**src/rtl/prefix_adder_pipe.sv**
```systemverilog
// rtl/prefix_adder_pipe.sv - pipelined Kogge-Stone adder/subtractor with valid/ready handshake
//
// Purpose: {cout,sum} = a_in + (sub ? ~b_in : b_in) + (sub ? 1 : cin), with signed overflow flag.
//   The bitwise (g,p) level plus log2(WIDTH) Kogge-Stone levels are spread over STAGES register
//   stages; the last register sits on the outputs. The whole pipeline stalls as one unit.
// Ports:
//   wb_clk_i, wb_rst_i        clock, synchronous active-high reset
//   in_valid/in_ready         operand beat handshake (a_in, b_in, cin, sub)
//   out_valid/out_ready       result beat handshake (sum, cout, ovf)
module prefix_adder_pipe #(
  parameter int WIDTH  = 16,
  parameter int STAGES = 2
) (
  input  logic             wb_clk_i,
  input  logic             wb_rst_i,
  input  logic             in_valid,
  output logic             in_ready,
  input  logic [WIDTH-1:0] a_in,
  input  logic [WIDTH-1:0] b_in,
  input  logic             cin,
  input  logic             sub,
  output logic             out_valid,
  input  logic             out_ready,
  output logic [WIDTH-1:0] sum,
  output logic             cout,
  output logic             ovf
);

  localparam int LOGW = $clog2(WIDTH);
  localparam int NLVL = LOGW + 1;

  // g/p: running group generate/propagate; hp: bitwise half-sum kept for the final xor;
  // ci: effective carry-in (needed as carry into bit 0).
  typedef struct packed {
    logic [WIDTH-1:0] g;
    logic [WIDTH-1:0] p;
    logic [WIDTH-1:0] hp;
    logic             ci;
  } pfx_t;

  // Last level handled by stage k-1, i.e. ceil(k*NLVL/STAGES).
  function automatic int lvl_bound(int k);
    return (k * NLVL + STAGES - 1) / STAGES;
  endfunction

  // Applies levels lo+1..hi. Level 1 turns raw operands (a in g, effective b in p)
  // into bitwise g/p with the carry-in folded into bit 0; levels 2.. are Kogge-Stone.
  function automatic pfx_t apply_levels(pfx_t s_in, int lo, int hi);
    pfx_t s;
    pfx_t t;
    int   d;
    s = s_in;
    for (int j = 1; j <= NLVL; j++) begin
      if (j > lo && j <= hi) begin
        t = s;
        if (j == 1) begin
          t.hp   = s.g ^ s.p;
          t.p    = s.g ^ s.p;
          t.g    = s.g & s.p;
          t.g[0] = (s.g[0] & s.p[0]) | ((s.g[0] ^ s.p[0]) & s.ci);
        end else begin
          d = 1 << (j - 2);
          for (int i = 0; i < WIDTH; i++) begin
            if (i >= d) begin
              t.g[i] = s.g[i] | (s.p[i] & s.g[i-d]);
              t.p[i] = s.p[i] & s.p[i-d];
            end
          end
        end
        s = t;
      end
    end
    return s;
  endfunction

  // After all levels g[i] is the carry out of bit i. Returns {ovf, cout, sum}.
  function automatic logic [WIDTH+1:0] pack_result(pfx_t s);
    logic [WIDTH-1:0] c;
    c = {s.g[WIDTH-2:0], s.ci};
    return {s.g[WIDTH-2] ^ s.g[WIDTH-1], s.g[WIDTH-1], s.hp ^ c};
  endfunction

  logic             w_adv;
  logic [WIDTH-1:0] w_b_eff;
  pfx_t             w_in;
  pfx_t             w_last;
  logic             w_last_vld;
  logic [WIDTH+1:0] w_res;

  assign w_adv    = !out_valid || out_ready;
  assign in_ready = w_adv;
  assign w_b_eff  = sub ? ~b_in : b_in;
  assign w_in     = {a_in, w_b_eff, {WIDTH{1'b0}}, sub | cin};

  generate
    if (STAGES == 1) begin : g_comb
      assign w_last     = w_in;
      assign w_last_vld = in_valid;
    end else begin : g_pipe
      pfx_t r_st  [STAGES-1];
      logic r_vld [STAGES-1];
      pfx_t w_prev[STAGES-1];
      logic w_pv  [STAGES-1];
      pfx_t w_d   [STAGES-1];

      always_comb begin
        w_prev[0] = w_in;
        w_pv[0]   = in_valid;
        for (int s = 1; s < STAGES - 1; s++) begin
          w_prev[s] = r_st[s-1];
          w_pv[s]   = r_vld[s-1];
        end
        for (int s = 0; s < STAGES - 1; s++) begin
          w_d[s] = apply_levels(w_prev[s], lvl_bound(s), lvl_bound(s + 1));
        end
      end

      always_ff @(posedge wb_clk_i) begin
        if (wb_rst_i) begin
          for (int s = 0; s < STAGES - 1; s++) begin
            r_vld[s] <= 1'b0;
            r_st[s]  <= '0;
          end
        end else if (w_adv) begin
          for (int s = 0; s < STAGES - 1; s++) begin
            r_vld[s] <= w_pv[s];
            if (w_pv[s]) r_st[s] <= w_d[s];
          end
        end
      end

      assign w_last     = r_st[STAGES-2];
      assign w_last_vld = r_vld[STAGES-2];
    end
  endgenerate

  assign w_res = pack_result(apply_levels(w_last, lvl_bound(STAGES - 1), NLVL));

  // Outputs only load on a valid beat so they stay put after a transfer.
  always_ff @(posedge wb_clk_i) begin
    if (wb_rst_i) begin
      out_valid <= 1'b0;
      sum       <= '0;
      cout      <= 1'b0;
      ovf       <= 1'b0;
    end else if (w_adv) begin
      out_valid <= w_last_vld;
      if (w_last_vld) {ovf, cout, sum} <= w_res;
    end
  end

endmodule
```
**config.mk**
```make
export PLATFORM = sky130hd
export DESIGN_NAME = prefix_adder_pipe
export DESIGN_NICKNAME = d
export VERILOG_FILES = /design/src/rtl/prefix_adder_pipe.sv
export SDC_FILE = /design/constraint.sdc
export NUM_CORES = 1
export LEC_CHECK = 0
export CAP_MARGIN = 10
export CORE_MARGIN = 3
export CORE_UTILIZATION = 43
export DETAILED_ROUTE_END_ITERATION = 6
export DONT_BUFFER_PORTS = 1
export HOLD_SLACK_MARGIN = 0.02
export PLACE_DENSITY_LB_ADDON = 0.3
export SLEW_MARGIN = 10
export SYNTH_ARGS = -nofsm -noshare
export SYNTH_HDL_FRONTEND = slang
export SYNTH_SLANG_ARGS = --single-unit
```
**constraint.sdc**
```tcl
create_clock -name wb_clk_i -period 2 [get_ports wb_clk_i]
set_input_delay 0.2 -clock wb_clk_i [delete_from_list [all_inputs] [get_ports wb_clk_i]]
set_output_delay 0.2 -clock wb_clk_i [all_outputs]
set_load 0.01 [all_outputs]
```
# After elaboration in Yosys (flattened, before gate mapping)
# Memory sizes are Yosys's and may differ from the RTL's.
# Cells that the tools add are included.
dict set report op_classes {
  mux 14
  n_reduce_logical 5
  n_bitwise 145
}
# operator count
set op_table {}
lappend op_table {{1-bit bitwise AND} 88}
lappend op_table {{1-bit bitwise OR} 51}
lappend op_table {{49-bit two-way mux} 1}
lappend op_table {{49-bit OR reduction} 1}
lappend op_table {{16-bit bitwise XOR} 2}
lappend op_table {{16-bit bitwise AND} 1}
lappend op_table {{16-bit two-way mux} 1}
lappend op_table {{16-bit NOT} 1}
lappend op_table {{1-bit two-way mux} 12}
lappend op_table {{2-bit AND reduction} 1}
lappend op_table {{1-bit bitwise XOR} 2}
lappend op_table {{1-bit zero test} 1}
lappend op_table {{1-bit logical OR} 1}
lappend op_table {{1-bit OR reduction} 1}
dict set report word_totals {
  input_bits 38
  mem_bits_rw 50
  register_bits 19
  n_memories 2
  wordCells 170
}
# memory words width read_ports rd_ports_with_merged_regs wr line_no
set memory_table {}
lappend memory_table {g_pipe.r_st 1 49 1 0 1 100} ;# pfx_t r_st [STAGES-1];
lappend memory_table {g_pipe.r_vld 1 1 1 0 1 101} ;# logic r_vld [STAGES-1];

# Depth between registers and ports, before layout
dict set report depth {
  word_depth 10
  mapped_depth 8
  depth_no_buf 6
}

# Least setup slack after synthesis
# No wires, ideal clock.
dict set report synth_path {
  path_kind {flip-flop to flip-flop}
  from {register out_valid}
  to {memory g_pipe.r_st[0][0] (netlist bit), enable pin}
  path_slack_ps 55
  stages_incl_launch_ff 4
  n_path_buf 0
  t_arrival_ps 1544
  setup_time_ps 401
  synth_period_minus_slack_ps 1945
  cell_sequence {dfxtp_1 -> nor2b_4 -> inv_6 -> a21o_1}
}
dict set report synth_via {
  elab_chain_cells 7
}
# item line_no
set synth_rtl {}
lappend synth_rtl {{from (decl)} 22} ;# output logic out_valid,
lappend synth_rtl {{from (signal assigned)} 147} ;# out_valid <= w_last_vld;
lappend synth_rtl {{1-bit zero test (*)} 90} ;# assign w_adv = !out_valid || out_ready;
lappend synth_rtl {{1-bit logical OR (*)} 90}
lappend synth_rtl {{via in_ready} 17} ;# output logic in_ready,
lappend synth_rtl {{1-bit two-way mux (*)} 124} ;# end else if (w_adv) begin
lappend synth_rtl {{1-bit two-way mux (*)} 119} ;# if (wb_rst_i) begin
lappend synth_rtl {{1-bit two-way mux (implied by the code) (*)} 127} ;# if (w_pv[s]) r_st[s] <= w_d[s];
lappend synth_rtl {{49-bit OR reduction (no source line)} n/a}
lappend synth_rtl {{1-bit two-way mux (no source line) (*)} n/a}
lappend synth_rtl {{to (decl)} 100}
# The timed path passes the listed nets; every way through them passes the cells marked *.

# Worst setup path in the final report
dict set report layout_path {
  from {register out_valid}
  to {memory g_pipe.r_st[0][29] (netlist bit), data pin}
}
dict set report layout_via {
  elab_chain_cells 7
}
# item line_no
set layout_rtl {}
lappend layout_rtl {{1-bit zero test} 90}
lappend layout_rtl {{1-bit logical OR} 90}
lappend layout_rtl {{via in_ready} 17}
lappend layout_rtl {{1-bit two-way mux} 124}
lappend layout_rtl {{1-bit two-way mux} 119}
lappend layout_rtl {{1-bit two-way mux (implied by the code)} 127}
lappend layout_rtl {{49-bit OR reduction (no source line)} n/a}
lappend layout_rtl {{49-bit two-way mux (no source line)} n/a}
# The timed path passes the listed nets, and every way through them passes these cells.

==> reports/qor.csv <==
stage;metric;value;unit
final_layout;Area Growth Syn to Fin;7.70;%
clocking;maximum number of buffers from clock root to sink;2;
sta;RSZ-0062 raised after global routing;no;
final_layout;antenna fix cells;0;
setup_path;required arrival time at the worst endpoint;2080;ps
synthesis;Synth Flop Type;sky130_fd_sc_hd__edfxtp_1;
synthesis;Synth warnings;0;
global_route;gr usage total;0.154;
sta;Min Clock Period, post-route;1640;ps
power_and_ir_drop;proportion of power drawn by combinational gates;0.153;
setup_path;critical path class;flip-flop to flip-flop;
die;area of the placeable core;7450;µm²
global_route;number of global-route vias before repair;2081;
synthesis;Async SR Flop Fraction;0;
power_and_ir_drop;internal cell power;2.36;mW
power_and_ir_drop;worst ir drop on vdd;337;µV
power_and_ir_drop;switching share of power;0.261;
final_layout;area of the multi-input gates;1520;µm²
die;DIE HEIGHT;94.9;µm
synthesis;unique cell type count in the Yosys netlist;42;
sta;Hold Fails Final Rpt;0;
sta;setup-violating endpoint count in the final report;0;
place;HPWL Detailed;4.83;mm
power_and_ir_drop;total power density per cell area;875;nW/µm²
synthesis;number of storage elements in the synthesis netlist;65;
synthesis;area of the mapped netlist;3390;µm²
route;routed length per placed instance;16.0;µm
sta;ratio of final minimum period to clock period;0.822;
route;First-pass DRT Iterations;4;
hold_path;Tightest Hold Check Type;primary input to flip-flop;
synthesis;number of nets produced by synthesis;363;
power_and_ir_drop;leakage power figure;1.45;nW
clocking;cts bufs inserted;9;
place;weighted congestion at the end of routability-driven global placement;0.777;
die;starting density of the core;0.456;
synthesis;part of the Yosys area used for sequential elements;0.519;
synthesis;largest cells by area after synthesis;sky130_fd_sc_hd__edfxtp_1 (41%), sky130_fd_sc_hd__dfxtp_1 (11%), sky130_fd_sc_hd__ha_1 (5.9%);
sta;count of pins over their slew limit;0;
die;I/O pins;58;
synthesis;dominant cell type by area after synthesis;sky130_fd_sc_hd__edfxtp_1;
synthesis;average cell area after synthesis;11.0;µm²
clocking;number of levels the H-tree was split into;3;
power_and_ir_drop;Clk network pwr share;0.332;
global_route;wire length of the first global-routing pass;10.7;mm
sta;relative max-transition margin;0.543;
final_layout;most frequent standard cell in the layout excluding fill and tap cells;sky130_fd_sc_hd__edfxtp_1;
global_route;initial antenna violation count;0;
final_layout;area of all sequential standard cells;1760;µm²
sta;maximum operating frequency;608;MHz
route;post-detailed-route via-to-cell ratio;5.23;
route;DRT antenna net count;0;
clocking;latest clock arrival within the worst-skew pair;330;ps
global_route;remaining global-route overflow;0;
run;maximum capacitance violations;0;
final_layout;fin nets;364;
place;Port Buffers;0;
power_and_ir_drop;Flop pwr share;0.515;
sta;final-layout setup total negative slack;0;ps
synthesis;top cell type's share of synthesized area;0.407;
route;Vias;2166;
power_and_ir_drop;switching power of the nets;0.834;mW
synthesis;cells after synthesis;309;
clocking;# resized after CTS;0;
die;total number of placement rows;31;
setup_path;CP endpoint kind;flip-flop;
sta;clk_skew;8.49;ps
final_layout;number of fillers in the final layout;673;
setup_path;critical path launch point type;flip-flop;
die;floorplan die width;94.9;µm
route;DRC violation count after routing;0;
route;DRT iter0 DRCs;120;
clocking;Root Driver;sky130_fd_sc_hd__clkbuf_8;
final_layout;commonest cells after routing, fill and taps aside;sky130_fd_sc_hd__edfxtp_1 (46), sky130_fd_sc_hd__nor2_1 (34), sky130_fd_sc_hd__a21oi_1 (27);
setup_path;CP max FO;24;
clocking;total number of clock tree sinks;65;
clocking;TritonCTS clock tree;yes;
synthesis;number of enable flip-flop cells after synthesis;46;
sta;worst hold slack;59.5;ps
outcome;status;complete, no violations;
global_route;largest net degree at the start of global routing;46;
final_layout;proportion of layout cells with a drive suffix above 1;0.0825;
setup_path;critical path arrival;1720;ps
clocking;register clock-pin slew on the reported worst setup and hold paths;70;ps
die;die outline area;9000;µm²
power_and_ir_drop;post-layout total power;3.20;mW
route;wire length reported by the detailed router;6.63;mm
sta;slew of the pin with the lowest slew margin;683;ps
metal layers:
| metal | GRT usage | part of all wire |
|---|---|---|
| met5 | 0 | 0 |
| met2 | 0.218 | 0.44 |
| met1 | 0.223 | 0.49 |
| met3 | 0.0311 | 0.062 |
| met4 | 0.0745 | 0.014 |
logic make-up after synthesis:
family	share of synthesized area
simple gates	0.177
compound gates	0.143
flops	0.519
xor+xnor	0.0671
buf+inv	0.0321
fa+ha+maj	0.0590
mux	0.00295
per-stage QoR:
step / instance area, µm² / setup WS (ps) / utilization / std cells
global placement: 3450 / 385 / 0.464 / 397
CTS: 3660 / 339 / 0.491 / 414
floorplan: 3390 / 55.3 / - / 309
global route: 3660 / 233 / 0.491 / 414
detailed placement: 3450 / 353 / 0.464 / 397
finish: 3660 / 356 / 0.491 / 414
cell usage after synthesis, types with 4 or more instances:
library cell               number
sky130_fd_sc_hd__a211oi_2       4
sky130_fd_sc_hd__a21o_1        18
sky130_fd_sc_hd__a21oi_1       27
sky130_fd_sc_hd__and2_1        17
sky130_fd_sc_hd__buf_2          8
sky130_fd_sc_hd__dfxtp_1       19
sky130_fd_sc_hd__edfxtp_1      46
sky130_fd_sc_hd__ha_1          16
sky130_fd_sc_hd__inv_1          4
sky130_fd_sc_hd__nand2_1       22
sky130_fd_sc_hd__nand2b_1       5
sky130_fd_sc_hd__nand3_1        6
sky130_fd_sc_hd__nand4b_1       4
sky130_fd_sc_hd__nor2_1        34
sky130_fd_sc_hd__o21a_1         4
sky130_fd_sc_hd__o21ai_0        5
sky130_fd_sc_hd__or4_1          4
sky130_fd_sc_hd__xnor2_1        9
sky130_fd_sc_hd__xor2_1        17
area by class of cell:
type	count	area share
clock buffers	14	0.0503
clock inverters	2	0.00274
inverters	6	0.00753
multi-input cells	225	0.417
flip-flops and latches	65	0.482
well taps	99	0.0339
repair buffers	3	0.00684
timing repair:
| action | CTS | global route |
|---|---|---|
| hold endpoints to repair | 15 | 0 |
| buffers inserted | 0 | 0 |
| hold buffers | 1 | 0 |
power groups by stage:
stage	clock, mW	sequential (mW)	combinational [mW]
detailed placement	0	1.68	0.481
CTS	1.08	1.65	0.494
finish	1.06	1.65	0.490
global route	1.13	1.66	0.558
global placement	0	1.67	0.478
floorplan	0	1.66	0.409
state kept, by name (all words and copies together) (netlist names):
name	cells
sum	16
ovf	1
g_pipe.r_st	45
cout	1
out_valid	1
g_pipe.r_vld	1
final timing paths:
check | end | from | slack [ps] | cells after the start
setup / recovery | g_pipe.r_st[0][29]$_SDFFCE_PN0P_ | out_valid$_SDFFE_PP0N_ | 360 | 6
hold / removal | out_valid$_SDFFE_PP0N_ | out_ready | 60 | 3
hold reg to reg | sum[7]$_SDFFE_PP0P_ | sum[7]$_SDFFE_PP0P_ | 510 | 2
setup reg to reg | g_pipe.r_st[0][29]$_SDFFCE_PN0P_ | out_valid$_SDFFE_PP0N_ | 360 | 6
worst max-delay path, cell delays in order (launching register included):
cell	delay, ps
sky130_fd_sc_hd__dfxtp_1	380
sky130_fd_sc_hd__nor2b_4	230
sky130_fd_sc_hd__inv_6	80
sky130_fd_sc_hd__nand3b_4	80
sky130_fd_sc_hd__inv_2	160
sky130_fd_sc_hd__and2_1	240
sky130_fd_sc_hd__and4_1	210
Power figures use the tool's default switching activity.
